### config.mk
export PLATFORM = sky130hd
export DESIGN_NAME = modulation_segment_5_with_control
export DESIGN_NICKNAME = d
export VERILOG_FILES = /design/src/rtl/modulation_pkg.sv /design/src/rtl/modulation_pack.sv /design/src/rtl/modulation_segment_5_with_control.sv
export SDC_FILE = /design/constraint.sdc
export NUM_CORES = 1
export LEC_CHECK = 0
export ABC_AREA = 0
export CAP_MARGIN = 20
export CORE_AREA = 2 2 140 142
export CTS_CLUSTER_SIZE = 30
export DETAILED_ROUTE_END_ITERATION = 10
export DIE_AREA = 0 0 142 144
export PLACE_DENSITY = 0.58
export SYNTH_ARGS = -nofsm -noshare
export SYNTH_HDL_FRONTEND = slang
export SYNTH_SLANG_ARGS = --single-unit
### constraint.sdc
create_clock -name clk -period 1.1 [get_ports clk]
set_input_delay 0.22 -clock clk [delete_from_list [all_inputs] [get_ports clk]]
set_output_delay 0.22 -clock clk [all_outputs]
set_load 0.01 [all_outputs]
### src/rtl/modulation_pkg.sv
// Shared constants and the debug state decode for the segment modulator.
package modulation_pkg;
  localparam int NUM_SEG     = 10;
  localparam int WORD_W      = 32;
  localparam int VALID_COUNT = 3;

  typedef enum logic [1:0] {
    IDLE = 2'd0,
    RUN  = 2'd1,
    DONE = 2'd2
  } state_e;
endpackage

### src/rtl/modulation_pack.sv
// Combinational pack of NUM_SEG masked segments into one word, LSB-first.
// Optional even parity in bit 31 when MODULATION_PARITY_EN is defined.
module modulation_pack
  import modulation_pkg::*;
#(
  parameter int SEG_W = 3
) (
  input  logic [NUM_SEG*SEG_W-1:0] seg_flat,
  output logic [WORD_W-1:0]        word
);

  always_comb begin
    word = '0;
    word[NUM_SEG*SEG_W-1:0] = seg_flat;
`ifdef MODULATION_PARITY_EN
    word[WORD_W-1] = ^word[WORD_W-2:0];
`endif
  end

endmodule

### src/rtl/modulation_segment_5_with_control.sv
// Segment modulator: mask/pack ten segments through a 3-stage pipe, with a start/valid/busy counter.
// Build option MODULATION_PARITY_EN puts even parity into bit_out[31].
module modulation_segment_5_with_control
  import modulation_pkg::*;
#(
  parameter int SEG_W   = 3,
  parameter int COUNT_W = 4
) (
  input  logic        clk,
  input  logic        reset,
  input  logic [31:0] segment_0,
  input  logic [31:0] segment_1,
  input  logic [31:0] segment_2,
  input  logic [31:0] segment_3,
  input  logic [31:0] segment_4,
  input  logic [31:0] segment_5,
  input  logic [31:0] segment_6,
  input  logic [31:0] segment_7,
  input  logic [31:0] segment_8,
  input  logic [31:0] segment_9,
  input  logic        start,
  output logic [31:0] bit_out,
  output logic        valid,
  output logic        busy
);

  localparam int SEGS_W = NUM_SEG * SEG_W;
  localparam logic [COUNT_W-1:0] CNT_DONE = COUNT_W'(VALID_COUNT);

  logic [SEGS_W-1:0]  seg_d, seg_q;
  logic [WORD_W-1:0]  word_d, word_q;
  logic [WORD_W-1:0]  bit_out_d, bit_out_q;
  logic [COUNT_W-1:0] count_d, count_q;
  logic               start_seen_d, start_seen_q;
  state_e             state;
  logic               unused_seg_hi;

  assign unused_seg_hi = ^{segment_0[31:SEG_W], segment_1[31:SEG_W], segment_2[31:SEG_W],
                           segment_3[31:SEG_W], segment_4[31:SEG_W], segment_5[31:SEG_W],
                           segment_6[31:SEG_W], segment_7[31:SEG_W], segment_8[31:SEG_W],
                           segment_9[31:SEG_W]};

  modulation_pack #(.SEG_W(SEG_W)) u_pack (
    .seg_flat (seg_q),
    .word     (word_d)
  );

  always_comb begin
    seg_d = {segment_9[SEG_W-1:0], segment_8[SEG_W-1:0], segment_7[SEG_W-1:0],
             segment_6[SEG_W-1:0], segment_5[SEG_W-1:0], segment_4[SEG_W-1:0],
             segment_3[SEG_W-1:0], segment_2[SEG_W-1:0], segment_1[SEG_W-1:0],
             segment_0[SEG_W-1:0]};
    bit_out_d = word_q;
  end

  // Counting starts one edge after start is first seen, so DONE lands on the
  // same edge as the word built from segments captured on the first count edge.
  always_comb begin
    start_seen_d = start;
    count_d      = count_q;
    if (!start) begin
      count_d = '0;
    end else if (start_seen_q && (count_q != CNT_DONE)) begin
      count_d = count_q + COUNT_W'(1);
    end

    state = RUN;
    if (count_q == '0) begin
      state = IDLE;
    end else if (count_q == CNT_DONE) begin
      state = DONE;
    end
  end

  always_ff @(posedge clk or negedge reset) begin
    if (!reset) begin
      seg_q        <= '0;
      word_q       <= '0;
      bit_out_q    <= '0;
      count_q      <= '0;
      start_seen_q <= 1'b0;
    end else begin
      seg_q        <= seg_d;
      word_q       <= word_d;
      bit_out_q    <= bit_out_d;
      count_q      <= count_d;
      start_seen_q <= start_seen_d;
    end
  end

  assign bit_out = bit_out_q;
  assign valid   = (state == DONE);
  assign busy    = !valid;

endmodule
==> impl_metrics.env <==
export IMPL_hold_violations=0
export IMPL_crit_slowest_cell="dfrtp_1"
export IMPL_antenna_found_initial=0
export IMPL_max_clock_path_buffers=2
export IMPL_postSynthCellCount=119
export IMPL_die_x_um=142
export IMPL_final_cells=448
export IMPL_die_h_um=144
export IMPL_synthesis_area_um2=2540
export IMPL_ant_nets=0
export IMPL_hp_class="input port to async pin"
export IMPL_dp_cells=428
export IMPL_io_buffers=64
export IMPL_cts_tree="done"
export IMPL_synth_edf_count=0
export IMPL_ios=357
export IMPL_clock_root_buffer="clkbuf_16"
export IMPL_totalWireLength_um=5060
export IMPL_gr_total_overflow=0
export IMPL_cp_start_kind="flop"
export IMPL_drive_above_1_share_pct=31.4
export IMPL_clock_power_share_pct=42.6
export IMPL_critical_path_class="flop to output port"
export IMPL_synthFlopType="dfrtp_1"
export IMPL_max_stage_delay_ns=0.40
export IMPL_routedWlPerCell_um=11.3
export IMPL_worstSkewPairLatency_ns=0.33
export IMPL_outcome="finished with violations"
export IMPL_cts_sinks=95
export IMPL_drv_slew=0
export IMPL_swShare_pct=20.5
export IMPL_drt_iter0_markers=41
export IMPL_synth_seq_cells=95
export IMPL_p_int_mw=5.70
export IMPL_numCtsBuffers=9
export IMPL_yosysSeqAreaShare_pct=93.5
export IMPL_grt_pass1_wl_um=7820
export IMPL_timing_critical_path_mode_cell="inv_2"
export IMPL_violations="setup timing"
export IMPL_ctsHtreeMaxLevel=3
export IMPL_rr_worst_depth=5
export IMPL_yosys_top_cells_area="dfrtp_1, ha_1, mux2i_1"
export IMPL_cpLargestDelayFamily="flip-flops"
export IMPL_p_sw_mw=1.47
export IMPL_num_vias=1219
export IMPL_drc=0
export IMPL_grt_max_degree=44
export IMPL_worst_clock_skew_ns=0.00836
export IMPL_hold_worst_slack_ns=0.293
export IMPL_cp_cell_sequence="inv_2 > ha_4 > nor4b_4 > inv_2 > buf_6"
export IMPL_fmax_ghz=0.618
export IMPL_fin_crit_ns=1.62
export IMPL_critical_path_max_fanout=3
export IMPL_yosysMostFrequentCell="dfrtp_1"
export IMPL_syn_to_final_growth_pct=49.1
export IMPL_grt_use_total_pct=5.30
export IMPL_diodes=0
export IMPL_critPathArrivalTime_ns=1.40
export IMPL_async_flop_share_pct=100
export IMPL_rows=51
export IMPL_worst_path_buf_inv=3
export IMPL_path_depth=5
export IMPL_grt_pass1_vias=1349
export IMPL_coreArea_um2=19100
export IMPL_synth_largest_area_cell="dfrtp_1"
export IMPL_ys_types=17
export IMPL_combPwrFrac_pct=5.6
export IMPL_finalCritPeriodShare_pct=147
export IMPL_nets=530
export IMPL_leakage_nw=1.66
export IMPL_start_util_pct=13.3
export IMPL_gp_congestion=0.583
export IMPL_maxCapViolations=0
export IMPL_worstPathRequired_ns=0.88
export IMPL_avgSynthCellArea_um2=21.4
export IMPL_synth_top_area_share_pct=93.5
export IMPL_cp_end_kind="output port"
export IMPL_clkTransAtPathRegs_ns=0.06
export IMPL_power_density_nw_per_um2=1890
export IMPL_rsz0062_at_grt="true"
export IMPL_p_seq_share_pct=51.9
export IMPL_setup_ws_ns=-0.518
export IMPL_yosys_warnings=0
export IMPL_firstDrtPassIters=4
export IMPL_setup_viol=6
export IMPL_ir_worst_vdd_v=0.000671
export IMPL_fill_cells=2019
export IMPL_synthTopCellsByCount="dfrtp_1, nand2_1"
export IMPL_viasPerCell=2.72
export IMPL_die_area_um2=20400
## kinds of logic (layout without fill, tap and decap cells)
group	Yosys count	in the layout	share of synthesized area [%]
buf+inv	5	95	1.03
fa+ha+maj	2	2	0.984
simple gates	11	11	2.61
mux	2	2	0.787
xor+xnor	1	1	0.344
compound gates	2	2	0.639
flops	95	95	93.5
other cells	1	2	0.147
## flip-flops by register name (all words and copies together), names as in the netlist
register	count
bit_out	30
bit_out_d	30
seg_q	30
count_q	4
start_seen_q	1
## power groups by stage
stage / Clock, mW / Combinational, mW / Sequential [mW]
4_1_cts: 3.17 / 0.399 / 3.72
6_report: 3.05 / 0.400 / 3.72
2_1_floorplan: 0 / 0.0420 / 3.80
3_5_place_dp: 0 / 0.424 / 3.79
3_3_place_gp: 0 / 0.413 / 3.78
5_1_grt: 3.35 / 0.446 / 3.73
## metal layers
layer  share of wire, %  global-route usage (%)
met5                  0                       0
met4                1.1                    2.37
met3                7.2                    2.62
met2                 49                    7.98
met1                 42                    6.40
## final timing paths
check	slack [ns]	startpoint	end
setup / recovery	-0.52	count_q[1]	busy
hold / removal	0.29	reset	seg_q[23]
setup reg to reg	-0.21	count_q[1]	count_q[1]
hold reg to reg	0.34	bit_out_d[20]	bit_out[20]
max in group asynchronous	0.33	reset	bit_out_d[18]
min in group clk	0.32	segment_1[1]	seg_q[4]
## worst register-to-register path, delay by kind of cell, from the launching register on
| family | cells | cell delay [ns] |
|---|---|---|
| AO/OA/AOI/OAI | 1 | 0.16 |
| multiplexers | 1 | 0.23 |
| adder cells (fa/ha/maj) | 1 | 0.15 |
| flip-flops | 1 | 0.41 |
| buffers and inverters | 2 | 0.28 |
## what timing repair did
item,4_1_cts,5_1_grt
endpoints found under the hold margin,28,0
resized for setup,134,6
pin swaps,2,2
hold buffers,1,0
buffers inserted,3,1
setup endpoints to repair,35,8
## layout by cell type (no fill, tap or decap), drive strengths merged, types with 2 or more instances in the layout
| cell | count |
|---|---|
| mux2i | 2 |
| clkdlybuf4s50 | 31 |
| ha | 2 |
| clkinv | 2 |
| conb | 2 |
| nand2 | 5 |
| buf | 44 |
| dfrtp | 95 |
| inv | 4 |
| clkbuf | 11 |
## metrics by stage
stage	total power, mW	setup TNS, ns	cell area (um^2)	setup WS, ns	util (%)
final	7.17	-1.63	3790	-0.518	19.9
after global routing	7.53	-1.97	3790	-0.608	19.9
after CTS	7.29	-1.78	3770	-0.605	19.7
after detailed placement	4.21	-1.70	3560	-0.611	18.7
after global placement	4.19	-1.25	3560	-0.540	18.7
after floorplan	3.85	-0.123	2560	-0.104	-
## cell type report
cell class	count	area, um^2	area share [%]
clock inverters	5	56.3	1.48
clock buffers	11	243	6.40
well taps	238	298	7.85
inverters	3	11.3	0.297
flip-flops and latches	95	2380	62.7
multi-input cells	20	189	4.98
repair buffers	76	618	16.3
(Power assumes the default switching activity.)
